==> src/rtl/pcss_node_pkg.sv <==
// pcss_node_pkg: shared flit/timestamp widths, queue-entry layout and late-window helper.
// Latency: n/a (types, constants and a constant function only).
// Backpressure: n/a.
package pcss_node_pkg;

  localparam int PCSS_FW       = 59;
  localparam int PCSS_TS_W     = 8;
  // A head whose timestamp trails tik_cnt by less than this is late, not far-future.
  localparam int PCSS_LATE_WIN = 1 << (PCSS_TS_W - 1);

  // One queued host flit: config marker, release time step, payload.
  typedef struct packed {
    logic                 cfg;
    logic [PCSS_TS_W-1:0] ts;
    logic [PCSS_FW-1:0]   flit;
  } q_entry_t;

  // Late window (half the timestamp space) rescaled for a non-default timestamp width.
  function automatic int late_win(input int ts_w);
    if (ts_w <= PCSS_TS_W) begin
      return PCSS_LATE_WIN >> (PCSS_TS_W - ts_w);
    end
    return PCSS_LATE_WIN << (ts_w - PCSS_TS_W);
  endfunction

endpackage

==> src/rtl/sync_fifo.sv <==
// sync_fifo: single-clock FIFO with show-ahead head, occupancy count and full/empty flags.
// Latency: a push at edge k is visible on head after edge k (when the FIFO was empty).
// Backpressure: pushes while full and pops while empty are ignored; callers gate on full/empty.
module sync_fifo #(
  parameter int W     = 8,
  parameter int DEPTH = 16
) (
  input  logic                     clk,
  input  logic                     rst_n,
  input  logic                     push,
  input  logic [W-1:0]             push_dat,
  input  logic                     pop,
  output logic [W-1:0]             head,
  output logic                     full,
  output logic                     empty,
  output logic [$clog2(DEPTH):0]   count
);

  localparam int AW = $clog2(DEPTH);
  localparam int CW = AW + 1;

  logic [W-1:0]  mem [DEPTH];
  logic [AW-1:0] wr_ptr;
  logic [AW-1:0] rd_ptr;
  logic          do_push;
  logic          do_pop;

  assign do_push = push & ~full;
  assign do_pop  = pop & ~empty;
  assign full    = (count == CW'(DEPTH));
  assign empty   = (count == '0);
  assign head    = mem[rd_ptr];

  // Storage array: written on accepted pushes only, no reset needed since reads are gated by empty.
  always_ff @(posedge clk) begin
    if (do_push) begin
      mem[wr_ptr] <= push_dat;
    end
  end

  // Pointers wrap naturally (power-of-2 depth); count tracks occupancy for full/empty.
  always_ff @(posedge clk or negedge rst_n) begin
    if (!rst_n) begin
      wr_ptr <= '0;
      rd_ptr <= '0;
      count  <= '0;
    end else begin
      if (do_push) begin
        wr_ptr <= wr_ptr + AW'(1);
      end
      if (do_pop) begin
        rd_ptr <= rd_ptr + AW'(1);
      end
      case ({do_push, do_pop})
        2'b10:   count <= count + CW'(1);
        2'b01:   count <= count - CW'(1);
        default: count <= count;
      endcase
    end
  end

endmodule

==> src/rtl/node_spike_scheduler.sv <==
// node_spike_scheduler: tik time base plus timestamp-gated, credit-controlled flit injector for a PCSS node.
// Latency: 2 cycles minimum from accepted push to flit_out_wr; spikes also wait until tik_cnt reaches ts.
// Backpressure: in_ready drops when the queue is full; release stalls at zero credits or on a future-ts head.
module node_spike_scheduler
  import pcss_node_pkg::*;
#(
  parameter int FW       = PCSS_FW,
  parameter int TS_W     = PCSS_TS_W,
  parameter int TIK_HALF = 128,
  parameter int DEPTH    = 16,
  parameter int CREDITS  = 4
) (
  input  logic                     clk,
  input  logic                     rst_n,
  input  logic                     run,
  input  logic                     in_valid,
  output logic                     in_ready,
  input  logic                     in_cfg,
  input  logic [TS_W-1:0]          in_ts,
  input  logic [FW-1:0]            in_flit,
  output logic                     tik,
  output logic [TS_W-1:0]          tik_cnt,
  output logic                     flit_out_wr,
  output logic [FW-1:0]            flit_out,
  input  logic                     credit_ret,
  output logic                     late,
  output logic [$clog2(DEPTH):0]   fifo_count
);

  localparam int DIV_W    = (TIK_HALF > 1) ? $clog2(TIK_HALF) : 1;
  localparam int CRD_W    = $clog2(CREDITS + 1);
  localparam int LATE_WIN = late_win(TS_W);

  typedef struct packed {
    logic            cfg;
    logic [TS_W-1:0] ts;
    logic [FW-1:0]   flit;
  } entry_t;

  entry_t           push_ent;
  entry_t           head_ent;
  logic             fifo_full;
  logic             fifo_empty;
  logic             push;
  logic             fire;
  logic             eligible;
  logic             ts_match;
  logic             ts_late;
  logic [TS_W-1:0]  ts_diff;
  logic [DIV_W-1:0] div_cnt;
  logic             div_wrap;
  logic [CRD_W-1:0] credits;

  // Host side: accept whenever there is room; no pass-through around a full queue.
  assign in_ready = ~fifo_full;
  assign push     = in_valid & ~fifo_full;

  // Pack the incoming host beat into a queue entry.
  always_comb begin
    push_ent      = '0;
    push_ent.cfg  = in_cfg;
    push_ent.ts   = in_ts;
    push_ent.flit = in_flit;
  end

  sync_fifo #(
    .W     ($bits(entry_t)),
    .DEPTH (DEPTH)
  ) u_fifo (
    .clk      (clk),
    .rst_n    (rst_n),
    .push     (push),
    .push_dat (push_ent),
    .pop      (fire),
    .head     (head_ent),
    .full     (fifo_full),
    .empty    (fifo_empty),
    .count    (fifo_count)
  );

  assign div_wrap = (div_cnt == DIV_W'(TIK_HALF - 1));

  // Tik divider: toggles tik every TIK_HALF running cycles; tik_cnt advances on each falling toggle.
  always_ff @(posedge clk or negedge rst_n) begin
    if (!rst_n) begin
      div_cnt <= '0;
      tik     <= 1'b0;
      tik_cnt <= '0;
    end else if (run) begin
      if (div_wrap) begin
        div_cnt <= '0;
        tik     <= ~tik;
        if (tik) begin
          tik_cnt <= tik_cnt + TS_W'(1);
        end
      end else begin
        div_cnt <= div_cnt + DIV_W'(1);
      end
    end
  end

  // Head age in modular time: zero is on time, the lower half-space is late, the rest is future.
  assign ts_diff  = tik_cnt - head_ent.ts;
  assign ts_match = (ts_diff == '0);
  assign ts_late  = (ts_diff != '0) && (ts_diff < TS_W'(LATE_WIN));
  assign eligible = head_ent.cfg | ts_match | ts_late;
  assign fire     = ~fifo_empty & (credits != '0) & eligible;

  // Registered node-side outputs: strobe, payload and late flag line up in the same cycle.
  always_ff @(posedge clk or negedge rst_n) begin
    if (!rst_n) begin
      flit_out_wr <= 1'b0;
      flit_out    <= '0;
      late        <= 1'b0;
    end else begin
      flit_out_wr <= fire;
      late        <= fire & ~head_ent.cfg & ~ts_match;
      if (fire) begin
        flit_out <= head_ent.flit;
      end
    end
  end

  // Credit counter: release consumes, return refunds, both together cancel, returns saturate at CREDITS.
  always_ff @(posedge clk or negedge rst_n) begin
    if (!rst_n) begin
      credits <= CRD_W'(CREDITS);
    end else if (fire && !credit_ret) begin
      credits <= credits - CRD_W'(1);
    end else if (!fire && credit_ret && (credits < CRD_W'(CREDITS))) begin
      credits <= credits + CRD_W'(1);
    end
  end

endmodule

==> config.mk <==
export PLATFORM = sky130hd
export DESIGN_NAME = node_spike_scheduler
export DESIGN_NICKNAME = d
export VERILOG_FILES = /design/src/rtl/pcss_node_pkg.sv /design/src/rtl/sync_fifo.sv /design/src/rtl/node_spike_scheduler.sv
export SDC_FILE = /design/constraint.sdc
export NUM_CORES = 1
export LEC_CHECK = 0
export ABC_AREA = 1
export CORE_UTILIZATION = 50
export CTS_BUF_LIST = sky130_fd_sc_hd__clkbuf_16
export DETAILED_ROUTE_END_ITERATION = 8
export GPL_TIMING_DRIVEN = 0
export HOLD_SLACK_MARGIN = 0.06
export PLACE_DENSITY = 0.74
export SYNTH_ARGS = -nofsm -noshare
export SYNTH_HDL_FRONTEND = slang
export SYNTH_HIERARCHICAL = 1
export SYNTH_SLANG_ARGS = --single-unit
==> constraint.sdc <==
create_clock -name clk -period 7.6 [get_ports clk]
set_input_delay 1.52 -clock clk [delete_from_list [all_inputs] [get_ports clk]]
set_output_delay 1.52 -clock clk [all_outputs]
set_load 0.005 [all_outputs]
# [Yosys cells after proc, flatten, opt, wreduce, memory -nomap -nowiden]
# Memory sizes are Yosys's and may differ from the RTL's.
# Cells that the tools add are included.
[op_classes] n_addsub=9 magnitude_cmp=2 n_eq_ne=4 n_mux=6 bitwise=14 reduce_logical=14
[ops] operator="$pmux W5 S2" count=1
[ops] operator="$add A4 B1 Y4 const B" count=2
[ops] operator="$add A8 B1 Y8 const B" count=1
[ops] operator="$logic_not A8 Y1" count=1
[ops] operator="$lt A8 B8 Y1 const B" count=1
[ops] operator="$reduce_bool A8 Y1" count=1
[ops] operator="$sub A8 B8 Y8" count=1
[ops] operator="$add A7 B1 Y7 const B" count=1
[ops] operator="$and A1 B1 Y1" count=7
[ops] operator="$eq A7 B7 Y1 const B" count=1
[ops] operator="$mux W7" count=1
[ops] operator="$mux W3" count=2
[ops] operator="$add A5 B1 Y5 const B" count=1
[ops] operator="$eq A5 B5 Y1 const B" count=1
[ops] operator="$logic_not A5 Y1" count=1
[ops] operator="$not A1 Y1" count=5
[ops] operator="$sub A5 B1 Y5 const B" count=1
[ops] operator="$logic_and A1 B1 Y1" count=4
[ops] operator="$reduce_bool A2 Y1" count=2
[ops] operator="$add A3 B1 Y3 const B" count=1
[ops] operator="$lt A3 B3 Y1 const B" count=1
[ops] operator="$reduce_and A3 Y1" count=1
[ops] operator="$reduce_bool A3 Y1" count=1
[ops] operator="$sub A3 B1 Y3 const B" count=1
[ops] operator="other kinds (6)" count=9
[word_totals] reg_bits=93 ramBits=1088 output_inout_bits=76 mem_count=1
[mem_list] memory="u_fifo.mem" words=16 word_bits=68 read_ports=1 rd_clocked_by_memory_dff=0 write_ports=1 line_no="sync_fifo.sv:22" source="logic [W-1:0] mem [DEPTH];"

# [Logic depth before layout (Yosys ltp)]
# Gate-level depths: netlist of the first run.
# An unclocked memory read counts as a cell.
[depth] word_depth=11 depth_mapped=34 depth_no_buf=30

# [Hierarchy]
# The synthesis of the first run kept the hierarchy.
[by_module_without_submodules] mod="sync_fifo" instances=1 cells_per_inst=4349 area_per_inst_um2=46095.5
[by_module_without_submodules] mod="node_spike_scheduler" instances=1 cells_per_inst=420 area_per_inst_um2=4321.6

# [Least setup slack after synthesis of the first run]
# Ideal clock, no wire load.
[synth_path] kind="in2reg" from="in in_valid" to="mem u_fifo/mem[0][0] in the netlist's numbering, enable pin" setup_ps=494 arrival_time_ps=4865 slack_ps=2240 stages=6 path_buffers=0 cell_sequence="inv_1 nor2_1 nand2_1 inv_1 nand2_1 nor2_1"
[synth_via] elab_chain_len=4
[synth_lines] element="start, declared" line_no="node_spike_scheduler.sv:16" source="input logic in_valid,"
[synth_lines] element="$and A1 B1 Y1" line_no="node_spike_scheduler.sv:56" source="assign push = in_valid & ~fifo_full;"
[synth_lines] element="via push" line_no="node_spike_scheduler.sv:44" source="logic push;"
[synth_lines] element="$and A1 B1 Y1" line_no="sync_fifo.sv:28" source="assign do_push = push & ~full;"
[synth_lines] element="$mux W1" line_no="sync_fifo.sv:36" source="if (do_push) begin"
[synth_lines] element="$mux W1 (not written as such)" line_no="sync_fifo.sv:37" source="mem[wr_ptr] <= push_dat;"
[synth_lines] element="end, declared" line_no="sync_fifo.sv:22"
# The timed path passes the listed nets, and every way through them passes these cells.

==> results of run 1 <==
## flip-flops by register name (all words and copies together), names as in the netlist
| name | cells |
|---|---|
| u_fifo/mem | 1088 |
| flit_out | 59 |
| tik_cnt | 8 |
| div_cnt | 7 |
| u_fifo/count | 5 |
| u_fifo/rd_ptr | 4 |
| u_fifo/wr_ptr | 4 |
| credits | 3 |
| flit_out_wr | 1 |
| late | 1 |
| tik | 1 |
## metrics by stage
| step | instance area [sq um] | power (mW) | setup slack [ps] | hold WS [ps] | setup TNS (ps) |
|---|---|---|---|---|---|
| after detailed placement | 54300 | 17.8 | 1830 | 473 | 0 |
| after global routing | 57800 | 24.3 | 1460 | 505 | 0 |
| final | 57800 | 23.0 | 1740 | 485 | 0 |
| after global placement | 53500 | 17.5 | -963 | 473 | -536090 |
| after CTS | 57800 | 23.0 | 1760 | 491 | 0 |
| after floorplan | 50400 | 14.5 | 2240 | 468 | 0 |
## kinds of logic after synthesis
group	share of synthesized area, %
DFF	69.4
xor gates and xnor gates	0.365
buffers and inverters	5.81
and+or+nand+nor	23.6
adders and majority gates	0.526
muxes	0.0447
AOI/OAI and AO/OA	0.199
## tightest hold or removal path, cell delays in order, from the launching register on
cell and delay [ps]:
dfrtp_1 340, nand2_1 60, nand2_2 50
## layer usage
| metal | global-route usage (%) | share of wire (%) |
|---|---|---|
| met1 | 32.1 | 40 |
| met2 | 39.7 | 49 |
| met3 | 3.32 | 8.0 |
| met4 | 9.42 | 3.3 |
| met5 | 0 | 0 |
## cell usage in the layout (no fill, tap or decap), drive strengths merged, types with 2 or more instances in the layout
master         instances
nand2               1954
edfxtp              1088
inv                  500
nor2                 446
nand3                429
buf                  226
clkdlybuf4s50        146
clkbuf               144
dfrtp                 92
clkinv                50
ha                    18
xor2                  15
xnor2                  6
nand4                  6
o21ai                  6
bufinv                 6
a21oi                  6
diode                  5
clkinvlp               3
or2                    3
o21bai                 2
mux2                   2
nor3                   2
fa                     2
## worst paths after layout
path | startpoint | end | slack [ps] | cells past startpoint
worst max register to register | u_fifo/rd_ptr[1] | u_fifo/count[4] | 1740 | 31
worst min-delay path | flit_out[57] | flit_out[57] | 490 | 2
worst min register to register | flit_out[57] | flit_out[57] | 490 | 2
worst max-delay path | u_fifo/rd_ptr[1] | u_fifo/count[4] | 1740 | 31
max in group asynchronous | rst_n | flit_out[36] | 5910 | 2
min in group asynchronous | rst_n | flit_out[46] | 920 | 1
## cell type report
class	instances	area, sq um	area share, %
repair buffers	181	2170	3.76
clock inverters	94	613	1.06
flip-flops and latches	1181	35000	60.6
inverters	465	1760	3.04
diodes	5	12.5	0.0217
clock buffers	113	2830	4.89
plain buffers	222	1170	2.03
multi-input cells	2901	12600	21.8
well taps	1298	1620	2.81
## power breakdown
part	total, mW	switching [mW]	internal [mW]
clock	5.20	2.32	2.89
sequential	8.20	0.272	7.93
combinational	9.59	6.61	2.99
==> impl_metrics.ini, run 1 <==
[clock_network]
cts_buffer_depth = 3
clk_latency_ps = 700
cts-root-buf = clkbuf_16
post-cts-setup-buffer-count = 0
clock-sinks = 1181
ctsResizeCount = 0
numCtsBuffers = 111
clk_pin_slew_worst_paths_ps = 60
tritoncts = done
htreeDepth = 3
hold_buffers = 0

[sta]
worst_pin_slew_ps = 794
fin_skew_ps = 30.4
hold_violations = 0
relSlewSlack_pct = 47.1
fin_crit_ps = 5860
finalSetupViolations = 0
rsz0062_at_grt = false
post-route-period-util_pct = 77.1
max_freq_mhz = 171
report.final.slew_viol_count = 0

[global_route]
grt_antenna_before_repair = 2
track_usage_pct = 24.0
grt_max_degree = 53
overflow = 0
grt_pass1_vias = 32300
grt_pass1_wl_um = 187000

[routing]
vias = 33600
drt-pass1-iter-count = 5
drc_errors = 0
vias_per_cell = 5.20
drt-total-wl_um = 122000
drt_iter0_drc = 3311
routedWlPerCell_um = 18.9
ant_nets = 0

[floorplan]
start_util_pct = 50.4
dieArea_sq_um = 102000
rows = 116
core-area_sq_um = 100000
die_x_um = 320
die_y_um = 320
io-pin-count = 149

[finish]
instances_no_fill = 6460
synthToLayoutAreaGrowth_pct = 14.6
fillCellCount = 7721
fin_util_pct = 57.8
drive_gt1_share_pct = 9.79
nNetsFinal = 5156

[synthesis]
yosysSeqAreaShare_pct = 69.4
yosys_warnings = 6
syn_inst = 4769
synth.most_common_cell = nand2_1
synth-seq-cells = 1181
yosysTopAreaCellShare_pct = 64.8
synth_edf_count = 1088
syn_nets = 4862
syn_avg_cell_area_sq_um = 10.6
syn_area_sq_um = 50400
synthTopCellsByArea = edfxtp_1, nand2_1, dfrtp_1
synth_top_area_cell = edfxtp_1
synth_flop_cell = edfxtp_1
synthTopCellsByCount = nand2_1, edfxtp_1, inv_1
ys_async_sr_fraction_pct = 7.87
ys_types = 38

[pwr]
peakVddDrop_uv = 319
p_leak_nw = 24.2
power.density_nw_per_um2 = 398

[critical_path]
cp_data_arrival_time_ps = 6420
crit_fanout = 11
critPathBufInv = 11
cp.required_ps = 8160
slowest_stage = buf_2
startpoint_type = register
path_common_cell = nand2_1
crit_type = reg -> reg
end_kind = register
slowest_delay_ps = 560
critical-path-top-delay-family = buffers and inverters

[place]
place_congestion = 0.820
placed_cells = 6248
dpl.hpwl_um = 84100
port_buffers = 147

[worst_hold_path]
hold_path_class = reg -> reg

[flow_run]
drv_cap = 0

[outcome]
status = finished clean
No activity file was read; power rests on OpenSTA's default activity.
==> run 2, diff against run 1 <==
==> constraint.sdc (replaced) <==
create_clock -name clk -period 6 [get_ports clk]
set_input_delay 1.2 -clock clk [delete_from_list [all_inputs] [get_ports clk]]
set_output_delay 1.2 -clock clk [all_outputs]
set_load 0.005 [all_outputs]
==> run 2 against run 1 <==
Combinational power increased by 27%. Count of clock-buffer cells in the layout unchanged. First-iteration DRC count increased by 1.3%. Final area about the same. Clock power increased by 27%. Critical path type unchanged. Critical endpoint unchanged. Largest cell class unchanged. Highest routed layer unchanged.
==> impl_metrics.ini, run 2 (synthesized netlist as in run 1, its figures left out) <==
[outcome]
status = finished clean

[pwr]
p_seq_share_pct = 35.6
switching_share_pct = 40.0
p_leak_nw = 24.2
power.density_nw_per_um2 = 504
p_sw_mw = 11.7
p_int_mw = 17.5
peakVddDrop_uv = 402
combPwrFrac_pct = 41.7
clkPwrFrac_pct = 22.6

[clock_network]
numCtsBuffers = 111
ctsResizeCount = 0
post-cts-setup-buffer-count = 0
cts-root-buf = clkbuf_16
tritoncts = done
clk_latency_ps = 700
htreeDepth = 3
clk_pin_slew_worst_paths_ps = 60
clock-sinks = 1181
cts_buffer_depth = 3
hold_buffers = 0

[critical_path]
crit_type = reg -> reg
startpoint_type = register
ff2ff_path_depth = 30
cp_data_arrival_time_ps = 6210
path_common_cell = nand2_1
cp-endpoint = u_fifo/count[4]
r2r-end = u_fifo/count[4]
slowest_delay_ps = 480
r2r-start = u_fifo/rd_ptr[2]
end_kind = register
cp.required_ps = 6560
slowest_stage = buf_2
r2r_slack_ps = 350
startpoint = u_fifo/rd_ptr[2]
crit_fanout = 12

[routing]
highest_layer = met4
vias = 33600
drc_errors = 0
vias_per_cell = 5.19
drt_iter0_drc = 3355
met2_length_um = 59400
wl_met3_um = 9260
ant_nets = 0
drt-total-wl_um = 122000
met1Wirelength_um = 49700
routedWlPerCell_um = 18.9
drt-pass1-iter-count = 6

[finish]
final_common_cell = nand2_1
largest_registers = u_fifo/mem: 1088 flops, flit_out: 59 flops, tik_cnt: 8 flops
drive_gt1_share_pct = 9.79
nNetsFinal = 5156
fin_util_pct = 57.8
largest_reg_flops = 1088
layout_common_cells = nand2_1, edfxtp_1, inv_1
synthToLayoutAreaGrowth_pct = 14.6
regMostFlops = u_fifo/mem

[sta]
post-route-period-util_pct = 94.1
hold_violations = 0
whs_ps = 485
report.final.slew_viol_count = 0
relSlewSlack_pct = 47.3
finalSetupViolations = 0
fin_crit_ps = 5650
rsz0062_at_grt = false
fin_skew_ps = 29.3
max_freq_mhz = 177
worst_pin_slew_ps = 791

[floorplan]
rows = 116
io-pin-count = 149
die_x_um = 320
core-area_sq_um = 100000
start_util_pct = 50.4
die_y_um = 320
dieArea_sq_um = 102000

[flow_run]
drv_cap = 0

[place]
port_buffers = 147
dpl.hpwl_um = 84100
place_congestion = 0.820

[global_route]
grt_antenna_before_repair = 2
grt_pass1_wl_um = 187000
track_usage_pct = 24.0
grt_max_degree = 53
grt_pass1_vias = 32300
overflow = 0

[worst_hold_path]
hold_path_class = reg -> reg
-- run 2: changes by cell type in the layout (fill, tap and decap cells not counted) --
cell	before	now
buf_2	151	149
clkinv_2	14	15
clkbuf_4	0	2
inv_2	7	6
diode_2	5	6
-- run 2: per-stage QoR --
stage	total power, mW	setup TNS (ps)	area (sq um)	std cells	worst slack (ps)
floorplan	18.4	0	50400	4769	960
global placement	22.2	-1981360	53500	6214	-2240
detailed placement	22.6	0	54300	6248	225
CTS	29.2	0	57800	6455	159
global route	30.7	0	57800	6456	22.6
finish	29.1	0	57800	6461	351
-- run 2: area by class of cell --
type                    instances  area, sq um
clock inverters                94          613
plain buffers                 222         1180
clock buffers                 113         2830
repair buffers                181         2170
inverters                     465         1760
flip-flops and latches       1181        35000
multi-input cells            2901        12600
fillers                      7721        42200
diodes                          6         15.0
well taps                    1298         1620
-- run 2: worst max-delay path: cells and delay by family (launching register included) --
kind	cells	cell delay, ps
AOI/OAI and AO/OA	1	160
adders and majority gates	3	1000
buffers and inverters	11	2390
DFF	1	430
and+or+nand+nor	15	1470
-- run 2: power groups by stage --
stage	clock network [mW]	registers [mW]	logic, mW
floorplan	0	10.6	7.80
global placement	0	10.7	11.5
detailed placement	0	10.5	12.1
CTS	6.67	10.4	12.1
global route	7.01	10.5	13.3
finish	6.60	10.4	12.2
-- run 2: worst min path at each step --
| stage | cells past startpoint | startpoint | to | slack [ps] |
|---|---|---|---|---|
| after global placement | 2 | flit_out[19] | flit_out[19] | 470 |
| after CTS | 2 | flit_out[53] | flit_out[53] | 490 |
| after floorplan | 1 | div_cnt[0] | div_cnt[0] | 470 |
| final | 2 | flit_out[57] | flit_out[57] | 490 |
| after global routing | 2 | flit_out[54] | flit_out[54] | 500 |
| after detailed placement | 2 | flit_out[53] | flit_out[53] | 470 |
-- run 2: layer usage --
layer	vias up	GRT usage, %
met1	16000	32.1
met5	-	0
met2	1341	39.7
met3	200	3.32
li1	16000	-
met4	0	9.42
